## src/rtl/div_unit.sv

```systemverilog
// Iterative radix-2 restoring divider for RV32M DIV/DIVU/REM/REMU, one quotient bit per cycle.
// Optional build macro DIV_EARLY_OUT_EN: divide-by-zero and signed overflow skip the CALC phase.
module div_unit #(
  parameter int DATA_WIDTH = 32
) (
  input  logic                  clk,
  input  logic                  rst_n,
  input  logic                  start,
  input  logic                  kill,
  input  logic [1:0]            op,
  input  logic [DATA_WIDTH-1:0] a,
  input  logic [DATA_WIDTH-1:0] b,
  output logic                  busy,
  output logic                  valid,
  output logic [DATA_WIDTH-1:0] result
);

  localparam int W  = DATA_WIDTH;
  localparam int CW = $clog2(W);

  localparam logic [1:0] OP_DIV = 2'b00;
  localparam logic [1:0] OP_REM = 2'b10;

  localparam logic [W-1:0] MIN_NEG = {1'b1, {(W-1){1'b0}}};

  typedef enum logic [1:0] {
    S_IDLE,
    S_CALC,
    S_DONE
  } state_t;

  state_t         state_q, state_d;
  logic [CW-1:0]  cnt_q, cnt_d;
  logic [1:0]     op_q, op_d;
  logic           a_neg_q, a_neg_d;
  logic           b_neg_q, b_neg_d;
  logic           div0_q, div0_d;
  logic           ovf_q, ovf_d;
  logic [W-1:0]   a_raw_q, a_raw_d;
  logic [W-1:0]   quo_q, quo_d;
  logic [W-1:0]   rem_q, rem_d;
  logic [W-1:0]   dvs_q, dvs_d;
  logic [W-1:0]   result_q, result_d;
  logic           valid_q, valid_d;

  logic           signed_op;
  logic [W-1:0]   a_mag, b_mag;
  logic           div0_in, ovf_in;
  logic [W:0]     rem_shift, rem_diff;
  logic           ge;
  logic [W-1:0]   q_fix, r_fix, final_res;

  always_comb begin
    signed_op = ~op[0];
    a_mag     = (signed_op && a[W-1]) ? -a : a;
    b_mag     = (signed_op && b[W-1]) ? -b : b;
    div0_in   = (b == '0);
    ovf_in    = signed_op && (a == MIN_NEG) && (b == '1);

    // The extra top bit keeps divisors >= 2^(W-1) from losing the partial remainder MSB.
    rem_shift = {rem_q, quo_q[W-1]};
    rem_diff  = rem_shift - {1'b0, dvs_q};
    ge        = (rem_shift >= {1'b0, dvs_q});

    q_fix = ((op_q == OP_DIV) && (a_neg_q ^ b_neg_q)) ? -quo_q : quo_q;
    r_fix = ((op_q == OP_REM) && a_neg_q) ? -rem_q : rem_q;
    if (!op_q[1]) begin
      final_res = div0_q ? '1 : (ovf_q ? MIN_NEG : q_fix);
    end else begin
      final_res = div0_q ? a_raw_q : (ovf_q ? '0 : r_fix);
    end
  end

  always_comb begin
    state_d  = state_q;
    cnt_d    = cnt_q;
    op_d     = op_q;
    a_neg_d  = a_neg_q;
    b_neg_d  = b_neg_q;
    div0_d   = div0_q;
    ovf_d    = ovf_q;
    a_raw_d  = a_raw_q;
    quo_d    = quo_q;
    rem_d    = rem_q;
    dvs_d    = dvs_q;
    result_d = result_q;
    valid_d  = 1'b0;

    case (state_q)
      S_IDLE: begin
        if (start && !kill) begin
          op_d    = op;
          a_neg_d = signed_op & a[W-1];
          b_neg_d = signed_op & b[W-1];
          div0_d  = div0_in;
          ovf_d   = ovf_in;
          a_raw_d = a;
          quo_d   = a_mag;
          dvs_d   = b_mag;
          rem_d   = '0;
          cnt_d   = '0;
`ifdef DIV_EARLY_OUT_EN
          state_d = (div0_in || ovf_in) ? S_DONE : S_CALC;
`else
          state_d = S_CALC;
`endif
        end
      end
      S_CALC: begin
        quo_d = {quo_q[W-2:0], ge};
        rem_d = ge ? rem_diff[W-1:0] : rem_shift[W-1:0];
        cnt_d = cnt_q + 1'b1;
        if (cnt_q == CW'(W-1)) begin
          state_d = S_DONE;
        end
      end
      S_DONE: begin
        result_d = final_res;
        valid_d  = 1'b1;
        state_d  = S_IDLE;
      end
      default: state_d = S_IDLE;
    endcase

    // Flush wins over everything, including a completing DONE.
    if (kill) begin
      state_d  = S_IDLE;
      valid_d  = 1'b0;
      result_d = result_q;
    end
  end

  always_ff @(posedge clk or negedge rst_n) begin
    if (!rst_n) begin
      state_q  <= S_IDLE;
      cnt_q    <= '0;
      op_q     <= '0;
      a_neg_q  <= 1'b0;
      b_neg_q  <= 1'b0;
      div0_q   <= 1'b0;
      ovf_q    <= 1'b0;
      a_raw_q  <= '0;
      quo_q    <= '0;
      rem_q    <= '0;
      dvs_q    <= '0;
      result_q <= '0;
      valid_q  <= 1'b0;
    end else begin
      state_q  <= state_d;
      cnt_q    <= cnt_d;
      op_q     <= op_d;
      a_neg_q  <= a_neg_d;
      b_neg_q  <= b_neg_d;
      div0_q   <= div0_d;
      ovf_q    <= ovf_d;
      a_raw_q  <= a_raw_d;
      quo_q    <= quo_d;
      rem_q    <= rem_d;
      dvs_q    <= dvs_d;
      result_q <= result_d;
      valid_q  <= valid_d;
    end
  end

  // valid is registered one edge after DONE, so busy covers that cycle as well.
  assign busy   = (state_q != S_IDLE) || valid_q;
  assign valid  = valid_q;
  assign result = result_q;

endmodule

```

## config.mk

```make
export PLATFORM = sky130hd
export DESIGN_NAME = div_unit
export DESIGN_NICKNAME = d
export VERILOG_FILES = /design/src/rtl/div_unit.sv
export SDC_FILE = /design/constraint.sdc
export NUM_CORES = 1
export LEC_CHECK = 0
export BUFFER_PORTS_ARGS = -buffer_cell sky130_fd_sc_hd__buf_4
export CORE_MARGIN = 10
export CORE_UTILIZATION = 65
export DETAILED_ROUTE_END_ITERATION = 7
export PLACE_DENSITY = 0.94
export SLEW_MARGIN = 5
export SYNTH_ARGS = -nofsm -noshare
export SYNTH_HDL_FRONTEND = slang
export SYNTH_SLANG_ARGS = --single-unit
```

## constraint.sdc

```tcl
create_clock -name clk -period 4.35 [get_ports clk]
set_input_delay 0.6525 -clock clk [delete_from_list [all_inputs] [get_ports clk]]
set_output_delay 0.6525 -clock clk [all_outputs]
set_load 0.02 [all_outputs]
```

==> flow_summary.yaml, run 1 <==
run_status:
  status: "finished, violations left"
  violations: "design-rule violations"
layout:
  syn2layout_area_growth_pct: 12.6
  final_core_util_pct: 74.2
  final_nets: 1621
  layout-drive-gt1-share_pct: 11.7
  instances_no_fill: 1752
  diodes: 0
grt:
  grt_max_degree: 109
  antenna_found_initial: 1
  grt_pass1_vias: 11800
  grt_usage_pct: 30.4
  grt_pass1_wl_microns: 60200
  overflow: 0
detailed_routing:
  drtIter0Drc: 1922
  ant_nets: 0
  routed_wl_microns: 37300
  viasPerCell: 6.89
  dr.pass1.iters: 8
  drc: 2
  routedWlPerCell_microns: 21.3
  vias: 12100
power:
  p_per_area_mw_per_mm2: 590
  vdd_drop_max_mv: 0.433
  p_total_w: 0.00783
  p_leak_nw: 5.85
critical_path:
  r2r_slack_ns: 0.51
  r2r_cells: 10
  slowest_stage: "a21oi_4"
  crit_path_max_incr_delay_ns: 0.62
  arrival_ns: 4.13
  path_class: "register to register"
  worst-path-max-fanout: 27
  crit_chain: "ha_1 > nor2b_1 > o31ai_1 > a21oi_1 > a211oi_1 > o41ai_1 > a21oi_4 > buf_4 > mux2i_1 > o21ai_0"
  cp-start-kind: "register"
  critPathLaunch: "rem_q[0]"
  reg2reg_from: "rem_q[0]"
  crit_required_ns: 4.64
  endpoint_kind: "register"
  endpoint: "rem_q[11]"
  timing.rr.end: "rem_q[11]"
synthesis:
  async_reset_ff_share_pct: 100
  yosys.area.top_type: "dfrtp_1"
  netlist_instances: 1456
  avgSynthCellArea_sq_um: 8.10
  ys_types: 66
  yosysWarnings: 0
  yosys_most_used_dff: "dfrtp_1"
  synth_top_area_share_pct: 36.9
  yosysSeqAreaShare_pct: 36.9
  yosysMostFrequentCell: "nand2_1"
  yosys_register_bits: 174
  synthTopCellsByCount: "nand2_1, dfrtp_1, o21ai_0"
  synthTopCellsByArea: "dfrtp_1, nand2_1, o21ai_0, xnor2_1, xor2_1"
  synth_edf_count: 0
  syn_area_sq_mm: 0.0118
  synth_fp_nets: 1566
flow_run:
  drv_cap: 0
placement:
  place_inst: 1721
  io_buffers: 103
  hpwlAfterDp_microns: 25500
  routabilityCongestion: 0.965
  place_ws_ns: 0.612
timing:
  setup_violations: 0
  fin_crit_sh_pct: 88.2
  finalHoldViolations: 0
  tns_ns: 0
  skew_ns: 0.0187
  relSlewSlack_pct: 21.9
  grt_setup_unrepaired: "false"
  tightest_slew_ns: 1.16
  finalWorstSetupSlack_ns: 0.512
  fin_crit_ns: 3.84
  max_freq_ghz: 0.261
  final_max_slew_viol_count: 0
clock_tree:
  ctsRootBufferMaster: "clkbuf_16"
  cts_tree: "done"
  htree_levels: 4
  clock_latency_ns: 0.45
  cts_made_buffers: 17
  path_clk_slew_ns: 0.08
  hold_buffers: 0
  post_cts_buffers: 0
  cts_sinks: 174
  clk_path_buf_depth: 2
  cts_resized: 0
floorplanning:
  core_sq_mm: 0.0179
  fp.dieW_microns: 155
  row_count: 49
  initial_core_util_pct: 65.9
  ioPinCount: 104
  fp.dieArea_sq_mm: 0.0239
  dieHeight_microns: 155
hold_path:
  hold_class: "input port to async pin"
cells in the final DEF, fill, tap and decap left out, types with 7 or more instances in the layout:
cell type,count
nand2_1,225
dfrtp_1,174
o21ai_0,166
buf_4,119
nor2_1,107
xnor2_1,84
a21oi_1,84
xor2_1,59
inv_1,51
nand3_1,49
ha_1,39
a22oi_1,34
nor3_1,30
o22ai_1,21
nand4_1,20
o31ai_1,20
o211ai_1,20
clkbuf_16,17
or3_1,15
a21o_1,13
nand2b_1,12
nor4_1,11
o41ai_1,11
nor2b_1,10
a31oi_1,8
a221oi_1,8
o21a_1,8
mux2i_1,8
and3_1,7
layout make-up:
type                    count  area, sq um
clock buffers              19          443
clock inverters            12          123
fillers                  1276         4620
inverters                  52          195
multi-input cells        1145         6960
flip-flops and latches    174         4350
well taps                 229          287
repair buffers            121          925
through the flow:
step                instance area (sq um)  hold slack [ns]
floorplan                           11800            0.357
global placement                    12700            0.453
detailed placement                  12700            0.462
CTS                                 13300            0.243
global route                        13300            0.262
finish                              13300            0.215
routing by layer:
layer  up-vias  part of all wire (%)  wire length, microns  track usage, %
li1       5286                     -                     -               -
met2       957                    45                 16900            47.6
met5         -                     0                     0               0
met3       212                    12                  4430            8.60
met4         0                   5.4                  2000            15.5
met1      5620                    37                 13900            37.5
sequential cells by signal, summed over array words and instances (netlist names), 2 cells and up:
name     cells
a_raw_q     32
dvs_q       32
quo_q       32
rem_q       32
result      32
cnt_q        5
op_q         2
state_q      2
kinds of logic (layout without fill, tap and decap cells):
kind of cell,Yosys count,in the layout,share of synthesized area (%)
simple gates,514,514,20.0
xor+xnor,143,143,10.6
compound gates,436,436,22.8
buf+inv,137,204,4.39
flops,174,174,36.9
fa+ha+maj,40,40,4.31
mux,12,12,1.06
power by group:
part | internal, W | switching, W
sequential | 0.00199 | 0.000569
combinational | 0.00153 | 0.00222
clock | 0.000815 | 0.000716
how the worst min path moves through the flow:
stage / from / end / slack [ns]
after detailed placement: a_raw_q[5] / a_raw_q[5] / 0.46
after global placement: a_raw_q[17] / a_raw_q[17] / 0.45
after CTS: rst_n / b_neg_q / 0.24
after global routing: rst_n / b_neg_q / 0.26
after floorplan: rst_n / a_neg_q / 0.36
final: rst_n / dvs_q[30] / 0.21
critical path: cells and delay by family (launching register included):
family | cells | cell delay [ns]
compound gates | 6 | 2.17
flops | 1 | 0.47
buf+inv | 1 | 0.34
fa+ha+maj | 1 | 0.33
mux | 1 | 0.19
simple gates | 1 | 0.16
Note: power is estimated with default switching activity, not from simulation.
==> inputs of run 2 (changes only) <==
CELL_PAD_IN_SITES_DETAIL_PLACEMENT = 1   (was unset)
CELL_PAD_IN_SITES_GLOBAL_PLACEMENT = 1   (was unset)
CORE_UTILIZATION = 49   (was 65)
==> flow_summary.yaml, run 2 (synthesis results as in run 1) <==
detailed_routing:
  vias: 12200
  ant_nets: 0
  drc: 0
  drtIter0Drc: 1358
  dr.pass1.iters: 6
  routed_wl_microns: 44700
  viasPerCell: 6.60
  routedWlPerCell_microns: 24.3
critical_path:
  crit_path_max_incr_delay_ns: 0.64
  timing.rr.end: "rem_q[6]"
  critical_path_buf_inv_count: 1
  r2r_cells: 11
  endpoint_kind: "register"
  slowest_stage: "a211oi_1"
  cp_top_family: "compound AO/OA/AOI/OAI gates"
  cp-start-kind: "register"
  worst-path-max-fanout: 32
  r2r_slack_ns: 0.18
  path_class: "register to register"
  crit_required_ns: 4.63
  crit_top_cell: "a21oi_1"
  arrival_ns: 4.45
  crit_chain: "ha_1 > nor2b_1 > o31ai_1 > a21oi_1 > a211oi_1 > o41ai_2 > a21oi_4 > buf_4 > nor3_1 > a21oi_1 > o21ai_0"
  reg2reg_from: "rem_q[0]"
timing:
  tns_ns: 0
  hold-worst-slack_ns: 0.310
  relSlewSlack_pct: 27.9
  fin_crit_sh_pct: 95.9
  tightest_slew_ns: 1.08
  grt_setup_unrepaired: "false"
  max_freq_ghz: 0.240
  skew_ns: 0.0126
  fin_crit_ns: 4.17
  finalHoldViolations: 0
  setup_violations: 0
  final_max_slew_viol_count: 0
layout:
  multiInputGateArea_sq_mm: 0.00696
  syn2layout_area_growth_pct: 13.9
  diodes: 0
  layout_commonest_cell: "nand2_1"
  regArea_sq_mm: 0.00435
  instances_no_fill: 1845
  fillers: 2863
  final_nets: 1623
  design_area_sq_mm: 0.0134
  layout-drive-gt1-share_pct: 11.9
  final_cell_mix: "nand2_1, dfrtp_1, o21ai_0, buf_4, nor2_1"
grt:
  grt_usage_pct: 28.4
  overflow: 0
  grt_pass1_vias: 12600
  grt_max_degree: 103
  grt_pass1_wl_microns: 70200
  antenna_found_initial: 0
floorplanning:
  initial_core_util_pct: 50.0
  core_sq_mm: 0.0236
  fp.dieW_microns: 175
  ioPinCount: 104
  fp.dieArea_sq_mm: 0.0307
  dieHeight_microns: 175
  row_count: 56
clock_tree:
  cts_sinks: 174
  path_clk_slew_ns: 0.08
  clk_path_buf_depth: 2
  cts_made_buffers: 17
  cts_tree: "done"
  clock_latency_ns: 0.46
  htree_levels: 4
  ctsRootBufferMaster: "clkbuf_16"
  hold_buffers: 0
placement:
  hpwlAfterDp_microns: 30100
  postPlaceCellArea_sq_mm: 0.0128
  io_buffers: 103
  place_inst: 1813
  routabilityCongestion: 0.901
power:
  p_total_w: 0.00816
  vdd_drop_max_mv: 0.290
  p_per_area_mw_per_mm2: 607
  p_leak_nw: 5.88
run_status:
  status: "finished clean"
flow_run:
  drv_cap: 0
hold_path:
  hold_class: "input port to async pin"
## run 2: cell count changes in the layout (fill, tap and decap cells not counted), moves of 2 or more
cell / before / now
inv_8: 1 / 5
clkinv_8: 0 / 4
buf_4: 119 / 121
clkinvlp_4: 2 / 0
inv_6: 6 / 3
## run 2: final cells by class
class                           count  share of cell area [%]
Timing Repair Buffer              123                    6.99
Clock inverter                     14                    1.23
Multi-Input combinational cell   1145                    51.8
Inverter                           52                    1.45
Sequential cell                   174                    32.4
Tap cell                          319                    2.97
Clock buffer                       18                    3.19
## run 2: worst register-to-register path, delay by kind of cell (launching register included)
family / cells / cell delay (ns)
compound gates: 7 / 2.43
flops: 1 / 0.48
buf+inv: 1 / 0.46
fa+ha+maj: 1 / 0.34
simple gates: 2 / 0.28
## run 2: worst max path at each step
stage,startpoint,cells past startpoint,end
detailed placement,rem_q[0],11,rem_q[6]
global placement,rem_q[0],11,rem_q[6]
global route,rem_q[0],11,rem_q[6]
floorplan,rem_q[0],11,rem_q[16]
CTS,rem_q[6],11,rem_q[6]
finish,rem_q[0],11,rem_q[6]
## run 2: repair_timing
item,4_1_cts,5_1_grt
hold endpoints to repair,0,0
endpoints found under the setup margin,0,1
resized for setup,0,1
buffers inserted,0,0
## run 2: power breakdown
part	internal (W)	total [W]	switching (W)
logic	0.00153	0.00400	0.00247
registers	0.00199	0.00256	0.000571
clock network	0.000777	0.00160	0.000821
total	0.00430	0.00816	0.00386
## run 2: through the flow
step           setup WS (ns)  util [%]
6_report               0.180      56.9
3_3_place_gp           0.807      54.4
3_5_place_dp           0.555      54.4
5_1_grt               0.0844      56.9
2_1_floorplan           1.44         -
4_1_cts                0.282      56.9
## run 2: routing by layer
metal,track usage (%),vias up,routed length (microns)
met5,0,-,0
li1,-,5276,-
met1,34.8,6059,17800
met4,13.0,0,1780
met2,47.1,690,21600
met3,5.69,151,3550
